### src/rtl/maze_update_scheduler.sv
// Paces radio tile-update words into the maze display write port: small RX FIFO,
// coordinate filtering, automatic retraction of the old robot marker, and a full-grid clear sweep.
module maze_update_scheduler #(
    parameter int FIFO_DEPTH = 4,
    parameter int GRID_W     = 5,
    parameter int GRID_H     = 4,
    parameter int GAP_CYCLES = 1
) (
    input  logic        CLK,
    input  logic        RST_N,
    input  logic [15:0] RX_DATA,
    input  logic        RX_VAL,
    input  logic        CLEAR_REQ,
    output logic [15:0] DATA_OUT,
    output logic        DATA_VAL,
    output logic        CLEAR_BUSY,
    output logic        OVERFLOW,
    output logic        BAD_COORD,
    output logic        DONE,
    output logic [2:0]  FSM_STATE
);
    localparam int AW = (FIFO_DEPTH > 1) ? $clog2(FIFO_DEPTH) : 1;
    localparam int CW = $clog2(FIFO_DEPTH + 1);
    localparam int GW = (GAP_CYCLES > 1) ? $clog2(GAP_CYCLES) : 1;

    // ISSUE, RETRACT and CLEAR are the cycles in which DATA_VAL is high.
    typedef enum logic [2:0] {S_IDLE, S_ISSUE, S_RETRACT, S_GAP, S_CLEAR} state_t;

    state_t        state_q, state_d;
    logic [15:0]   mem_q [FIFO_DEPTH];
    logic [AW-1:0] wr_q, wr_d, rd_q, rd_d;
    logic [CW-1:0] cnt_q, cnt_d;
    logic [GW-1:0] gap_q, gap_d;
    logic [15:0]   dout_q, dout_d, ret_word_q, ret_word_d;
    logic          dval_q, dval_d, busy_q, busy_d, ovf_q, ovf_d, bad_q, bad_d, done_q, done_d;
    logic          clear_pend_q, clear_pend_d, ret_pend_q, ret_pend_d, pos_valid_q, pos_valid_d;
    logic [2:0]    px_q, px_d, cx_q, cx_d, nx;
    logic [1:0]    py_q, py_d, cy_q, cy_d, ny;
    logic [7:0]    pdata_q, pdata_d;
    logic [15:0]   head;
    logic          push, pop, flush, do_post, coord_ok, clear_last;

    assign head       = mem_q[rd_q];
    assign coord_ok   = (32'(head[15:13]) < GRID_W) && (32'(head[12:11]) < GRID_H);
    assign push       = RX_VAL && (cnt_q != CW'(FIFO_DEPTH));
    assign clear_last = (cx_q == 3'(GRID_W - 1)) && (cy_q == 2'(GRID_H - 1));
    assign nx         = (cy_q == 2'(GRID_H - 1)) ? cx_q + 3'd1 : cx_q;
    assign ny         = (cy_q == 2'(GRID_H - 1)) ? 2'd0 : cy_q + 2'd1;

    always_comb begin
        state_d      = state_q;
        gap_d        = gap_q;
        dout_d       = dout_q;
        dval_d       = 1'b0;
        busy_d       = busy_q;
        ovf_d        = ovf_q | (RX_VAL & ~push);
        bad_d        = bad_q;
        done_d       = done_q;
        clear_pend_d = clear_pend_q | (CLEAR_REQ & ~busy_q);
        ret_pend_d   = ret_pend_q;
        ret_word_d   = ret_word_q;
        pos_valid_d  = pos_valid_q;
        px_d         = px_q;
        py_d         = py_q;
        pdata_d      = pdata_q;
        cx_d         = cx_q;
        cy_d         = cy_q;
        pop          = 1'b0;
        flush        = 1'b0;
        do_post      = 1'b0;

        case (state_q)
            S_IDLE: begin
                if (clear_pend_q) begin
                    flush        = 1'b1;
                    clear_pend_d = 1'b0;
                    busy_d       = 1'b1;
                    cx_d         = 3'd0;
                    cy_d         = 2'd0;
                    dout_d       = 16'h0000;
                    dval_d       = 1'b1;
                    state_d      = S_CLEAR;
                end else if (cnt_q != '0) begin
                    pop = 1'b1;
                    if (!coord_ok) begin
                        bad_d = 1'b1;
                    end else begin
                        dout_d  = head;
                        dval_d  = 1'b1;
                        state_d = S_ISSUE;
                        if (head[0]) done_d = 1'b1;
                        // Shadow of the last robot marker, so a move can erase the old tile's bit 1.
                        if (head[1]) begin
                            if (pos_valid_q && ({head[15:13], head[12:11]} != {px_q, py_q})) begin
                                ret_pend_d = 1'b1;
                                ret_word_d = {px_q, py_q, 3'b000, pdata_q & 8'hFD};
                            end
                            px_d        = head[15:13];
                            py_d        = head[12:11];
                            pdata_d     = head[7:0];
                            pos_valid_d = 1'b1;
                        end else if ({head[15:13], head[12:11]} == {px_q, py_q}) begin
                            pos_valid_d = 1'b0;
                        end
                    end
                end
            end
            S_ISSUE, S_RETRACT, S_CLEAR: begin
                if (state_q == S_CLEAR && clear_last) begin
                    busy_d      = 1'b0;
                    pos_valid_d = 1'b0;
                    done_d      = 1'b0;
                end
                gap_d = '0;
                if (GAP_CYCLES == 0) do_post = 1'b1;
                else                 state_d = S_GAP;
            end
            S_GAP: begin
                if (gap_q == GW'(GAP_CYCLES - 1)) do_post = 1'b1;
                else                              gap_d   = gap_q + GW'(1);
            end
            default: state_d = S_IDLE;
        endcase

        // Work that follows a completed gap: pending retract first, then the next sweep word.
        if (do_post) begin
            if (ret_pend_q) begin
                dout_d     = ret_word_q;
                dval_d     = 1'b1;
                ret_pend_d = 1'b0;
                state_d    = S_RETRACT;
            end else if (busy_d) begin
                dout_d  = {nx, ny, 11'b0};
                cx_d    = nx;
                cy_d    = ny;
                dval_d  = 1'b1;
                state_d = S_CLEAR;
            end else begin
                state_d = S_IDLE;
            end
        end

        wr_d  = wr_q;
        rd_d  = rd_q;
        cnt_d = cnt_q;
        if (flush) begin
            rd_d  = wr_q;
            cnt_d = '0;
        end else begin
            if (push) wr_d = wr_q + AW'(1);
            if (pop)  rd_d = rd_q + AW'(1);
            cnt_d = cnt_q + CW'(push) - CW'(pop);
        end
    end

    always_ff @(posedge CLK) begin
        if (push && !flush) mem_q[wr_q] <= RX_DATA;
    end

    always_ff @(posedge CLK or negedge RST_N) begin
        if (!RST_N) begin
            state_q      <= S_IDLE;
            wr_q         <= '0;
            rd_q         <= '0;
            cnt_q        <= '0;
            gap_q        <= '0;
            dout_q       <= '0;
            dval_q       <= 1'b0;
            busy_q       <= 1'b0;
            ovf_q        <= 1'b0;
            bad_q        <= 1'b0;
            done_q       <= 1'b0;
            clear_pend_q <= 1'b0;
            ret_pend_q   <= 1'b0;
            ret_word_q   <= '0;
            pos_valid_q  <= 1'b0;
            px_q         <= '0;
            py_q         <= '0;
            pdata_q      <= '0;
            cx_q         <= '0;
            cy_q         <= '0;
        end else begin
            state_q      <= state_d;
            wr_q         <= wr_d;
            rd_q         <= rd_d;
            cnt_q        <= cnt_d;
            gap_q        <= gap_d;
            dout_q       <= dout_d;
            dval_q       <= dval_d;
            busy_q       <= busy_d;
            ovf_q        <= ovf_d;
            bad_q        <= bad_d;
            done_q       <= done_d;
            clear_pend_q <= clear_pend_d;
            ret_pend_q   <= ret_pend_d;
            ret_word_q   <= ret_word_d;
            pos_valid_q  <= pos_valid_d;
            px_q         <= px_d;
            py_q         <= py_d;
            pdata_q      <= pdata_d;
            cx_q         <= cx_d;
            cy_q         <= cy_d;
        end
    end

    assign DATA_OUT   = dout_q;
    assign DATA_VAL   = dval_q;
    assign CLEAR_BUSY = busy_q;
    assign OVERFLOW   = ovf_q;
    assign BAD_COORD  = bad_q;
    assign DONE       = done_q;
    assign FSM_STATE  = state_q;
endmodule

### config.mk
export PLATFORM = sky130hd
export DESIGN_NAME = maze_update_scheduler
export DESIGN_NICKNAME = d
export VERILOG_FILES = /design/src/rtl/maze_update_scheduler.sv
export SDC_FILE = /design/constraint.sdc
export NUM_CORES = 1
export LEC_CHECK = 0
export CORE_ASPECT_RATIO = 2
export CORE_MARGIN = 2
export CORE_UTILIZATION = 50
export DETAILED_ROUTE_END_ITERATION = 7
export MAX_ROUTING_LAYER = met4
export PLACE_DENSITY = 0.69
export SLEW_MARGIN = 20
export SYNTH_ARGS = -nofsm -noshare
export SYNTH_HDL_FRONTEND = slang
export SYNTH_SLANG_ARGS = --single-unit
export TNS_END_PERCENT = 50
### constraint.sdc
create_clock -name CLK -period 7.3 [get_ports CLK]
set_input_delay 1.095 -clock CLK [delete_from_list [all_inputs] [get_ports CLK]]
set_output_delay 1.095 -clock CLK [all_outputs]
set_load 0.02 [all_outputs]
# After elaboration in Yosys (flattened, before gate mapping)
# Memory sizes are Yosys's and may differ from the RTL's.
# Cells that the tools add are included.
op_classes:
  addsub: 7
  n_mul: 0
  div_mod_pow: 0
  magnitude_cmp: 1
  n_eq_ne: 18
  shifts: 0
  mux: 72
  bitwise: 9
  reduce_logical: 19
ops:
  columns: ["operator", "n"]
  rows:
  - ["16-bit two-way mux", 7]
  - ["1-bit two-way mux", 39]
  - ["3-bit two-way mux", 13]
  - ["6-bit AND reduction", 3]
  - ["2-bit two-way mux", 8]
  - ["2-bit inequality test (second input constant)", 6]
  - ["3-bit case mux with 3 select lines", 1]
  - ["4-bit inequality test (second input constant)", 2]
  - ["1-bit case mux with 2 select lines", 4]
  - ["2-bit by 1-bit adder with 2-bit output (second input constant)", 3]
  - ["3-bit by 2-bit equality test with 1-bit output (second input constant)", 2]
  - ["3-bit equality test (second input constant)", 2]
  - ["3-bit inequality test (second input constant)", 2]
  - ["2-bit nonzero test", 3]
  - ["5-bit equality test", 1]
  - ["1-bit logical AND", 5]
  - ["5-bit inequality test", 1]
  - ["1-bit NOT", 5]
  - ["5-bit AND reduction", 1]
  - ["4-bit AND reduction", 1]
  - ["3-bit by 1-bit adder with 3-bit output", 1]
  - ["3-bit by 1-bit adder with 3-bit output (second input constant)", 1]
  - ["3-bit by 1-bit equality test with 1-bit output (second input constant)", 1]
  - ["3-bit zero test", 1]
  - ["other kinds (11)", 13]
word_totals:
  register_bits: 65
  latchBits: 0
  ramBits: 64
  mem_bits_ro: 0
  inputBits: 20
  output_inout_bits: 24
  word_cells: 147
  n_memories: 1
memory_table:
  columns: ["memory", "depth", "width", "rd", "rd_ports_with_merged_regs", "wr", "line_no", "rtl"]
  rows:
  - ["mem_q", 4, 16, 1, 0, 1, "30", "logic [15:0] mem_q [FIFO_DEPTH];"]

# Depth between registers and ports, before layout
# An unclocked memory read counts as a cell.
depth:
  depth_word: 11
  mapped_depth: 11
  depth_no_buf: 10

# Least setup slack after synthesis
# No wires, ideal clock.
synth_timing:
  path_type: "register to register"
  start: "register state_q[2] (netlist: FSM_STATE[2])"
  end: "register cnt_q[2]"
  setup_time_ns: 0.145
  arrival_ns: 2.506
  required_time_ns: 7.155
  path_slack_ns: 4.649
  path_stages_with_launch: 12
  path_buffers: 1
  period_less_slack_ns: 2.651
  path_cell_list: "dfrtp_1 -> buf_6 -> or3_4 -> or3_4 -> clkinv_4 -> ha_1 -> inv_1 -> ha_1 -> fa_1 -> xnor2_1 -> xnor2_1 -> nor2_1"
synth_via:
  elab_chain_cells: 4
synth_lines:
  columns: ["item", "line_no", "rtl"]
  rows:
  - ["start, declared", "29", "state_t state_q, state_d;"]
  - ["start signal, assigned", "183", "state_q <= state_d;"]
  - ["3-bit zero test *", "72", "case (state_q)"]
  - ["1-bit two-way mux", "72", null]
  - ["3-bit by 1-bit subtractor with 3-bit output", "152", "cnt_d = cnt_q + CW'(push) - CW'(pop);"]
  - ["3-bit two-way mux *", "146", "if (flush) begin"]
  - ["named net cnt_d[2]", "32", "logic [CW-1:0] cnt_q, cnt_d;"]
  - ["end signal, assigned", "186", "cnt_q <= cnt_d;"]
  - ["end, declared", "32", null]
# The timed path passes the listed nets; every way through them passes the cells marked *.
# A chain may end at the register's enable or synchronous reset.

# Final worst setup path
layout_timing:
  start: "register rd_q[1]"
  end: "register ret_word_q[0]"
layout_via:
  elab_chain_cells: 4
layout_lines:
  columns: ["item", "line_no", "rtl"]
  rows:
  - ["start, declared", "31", "logic [AW-1:0] wr_q, wr_d, rd_q, rd_d;"]
  - ["start signal, assigned", "185", "rd_q <= rd_d;"]
  - ["memory read 4 x 16 bit *", null, null]
  - ["branches (longest 2 deep; another with 3-bit < comparator)", null, null]
  - ["6-bit AND reduction (no source line) *", null, null]
  - ["end signal, assigned", "196", "ret_word_q <= ret_word_d;"]
  - ["end, declared", "34", "logic [15:0] dout_q, dout_d, ret_word_q, ret_word_d;"]
# Mark *: on every way between the ends.

==> reports/qor.yml <==
sta:
  slew_headroom: 0.401
  timing.final.crit_share: 0.386
  finalSetupViolCount: 0
  fin_ws_ns: 4.49
  max_freq_ghz: 0.355
  finalCriticalPeriod_ns: 2.81
  hold_slack_ns: 0.475
  rsz0062_at_grt: "no"
  tns_ns: 0
  hold_viol: 0
  skew_ns: 0.00968
  maxSlewViolCount: 0
  worstMarginPinSlew_ns: 0.892
drt:
  ant_nets: 0
  wl_um: 9480
  dr.pass1.iters: 4
  drc_errors: 0
  avgRoutedWirePerCell_um: 17.4
  vias: 2954
  via_per_inst: 5.41
  drt_iter0_markers: 183
power:
  ir_worst_vdd_v: 0.000306
  p_leak_uw: 0.00253
  power_density_nw_per_um2: 441
  power_uw: 2840
clock_network:
  clkTransAtPathRegs_ns: 0.06
  htreeDepth: 4
  clockBufferDepth: 2
  cts_buffers: 17
  clkSinkCount: 127
  root_buffer: "clkbuf_16"
  cts_setup_buffers: 0
  cts_tree: "built"
  postCtsResizedCells: 0
  ctsHoldBuffers: 0
  worstSkewPairLatency_ns: 0.42
worst_setup_path:
  cp-start-kind: "flop"
  crit_start: "rd_q[1]"
  crit_fanout: 17
  r2r-start: "rd_q[1]"
  path_class: "reg -> reg"
  crit_path_end_kind: "flop"
  required_ns: 7.60
  arrival_ns: 3.12
cells_and_area:
  layout-drive-gt1-share: 0.210
  nets: 426
  final_cell_mix: "edfxtp_1, dfrtp_1, clkdlybuf4s50_1, inv_1, nand2_1"
  area_growth_pct: 20.9
  fin_area_um2: 6450
  layout.cells.most_common: "edfxtp_1"
  antenna_cells: 0
synthesis:
  synth_edf_count: 64
  yosysSeqAreaShare: 0.655
  ys_ff_latch: 127
  synth_ff_type: "edfxtp_1"
  synth_cell_types: 53
  synth_fp_nets: 373
  syn_inst: 343
  async_reset_ff_frac: 0.496
  syn-cell-area_um2: 5340
  syn_area_per_cell_um2: 15.6
  yosys_warnings: 0
die:
  die_x_um: 77.1
  io_pins: 44
  die_h_um: 150
  num_rows: 53
  initial_utilization: 0.509
  core_um2: 10500
  dieArea_um2: 11600
place:
  place.port_buffers: 43
  place_ws_ns: 4.14
  placed_area_um2: 5870
  gp_congestion: 0.789
  hpwlAfterDp_um: 6600
status:
  status: "finished, final reports clean"
grt:
  grt_pass1_wl_um: 15700
  grt_pass1_vias: 3113
  antenna_found_initial: 0
  track_usage: 0.186
  grt_max_degree: 64
  grt.overflow.total: 0
min_path:
  hp-start: "OVERFLOW"
  hold_class: "reg -> reg"
flow_run:
  cap_violations: 0
==> logic make-up after synthesis <==
| logic type | Yosys count | synth area share |
|---|---|---|
| flops | 127 | 0.655 |
| simple gates | 63 | 0.0624 |
| compound gates | 53 | 0.0694 |
| mux | 44 | 0.138 |
| buf+inv | 35 | 0.0321 |
| xor+xnor | 11 | 0.0181 |
| fa+ha+maj | 10 | 0.0248 |
==> worst paths after layout <==
kind                       slack [ns]       endpoint  cells past startpoint
max in group asynchronous        5.94     pdata_q[0]                      2
min in group asynchronous        0.83        wr_q[0]                      2
setup / recovery                 4.49  ret_word_q[0]                      5
setup reg to reg                 4.49  ret_word_q[0]                      5
hold / removal                   0.48       OVERFLOW                      1
hold reg to reg                  0.48       OVERFLOW                      1
==> cell type report <==
class	instances	area, um^2
fill	825	4030
sequential	127	3500
multi-input combinational	181	1670
timing repair buffer	45	440
clock buffer	17	425
tap	137	171
clock inverter	15	153
inverter	24	95.1
==> critical path: stages, from the launching register on <==
cell       delay (ns)
dfrtp_1          0.85
mux4_2           0.46
xnor2_1          0.20
nand3_1          0.17
o2111ai_4        0.60
mux2_2           0.41
==> routing by layer <==
metal,vias to the layer above,track usage,share of wire
li1,1381,-,-
met1,1501,0.199,0.39
met2,52,0.323,0.55
met3,20,0.0504,0.031
met4,0,0.0830,0.024
met5,-,-,0
==> through the flow <==
stage,instances,utilization
after global placement,514,0.561
after CTS,546,0.616
after global routing,546,0.616
after floorplan,343,-
after detailed placement,514,0.561
final,546,0.616
==> cell usage after synthesis (6+ instances only) <==
| master | count | area (um^2) |
|---|---|---|
| dfrtp_1 | 63 | 1580 |
| mux4_2 | 16 | 360 |
| o21ai_0 | 15 | 75.1 |
| inv_1 | 23 | 86.3 |
| nand2_1 | 19 | 71.3 |
| mux2_2 | 6 | 67.6 |
| mux2_4 | 17 | 255 |
| nor2_1 | 15 | 56.3 |
| ha_1 | 9 | 113 |
| and2_1 | 7 | 43.8 |
| edfxtp_1 | 64 | 1920 |
| a22oi_1 | 8 | 60.1 |
| xnor2_1 | 9 | 78.8 |
==> sequential cells by signal, summed over array words and instances, names as in the netlist <==
register	flops
BAD_COORD	1
CLEAR_BUSY	1
DATA_OUT	16
DATA_VAL	1
DONE	1
FSM_STATE	3
OVERFLOW	1
clear_pend_q	1
cnt_q	3
cx_q	3
cy_q	2
mem_q	64
pdata_q	7
pos_valid_q	1
px_q	3
py_q	2
rd_q	2
ret_pend_q	1
ret_word_q	12
wr_q	2
==> power by group <==
group	switching, uW	internal [uW]
sequential	145	973
combinational	474	434
clock	337	480
Power figures use the tool's default switching activity.
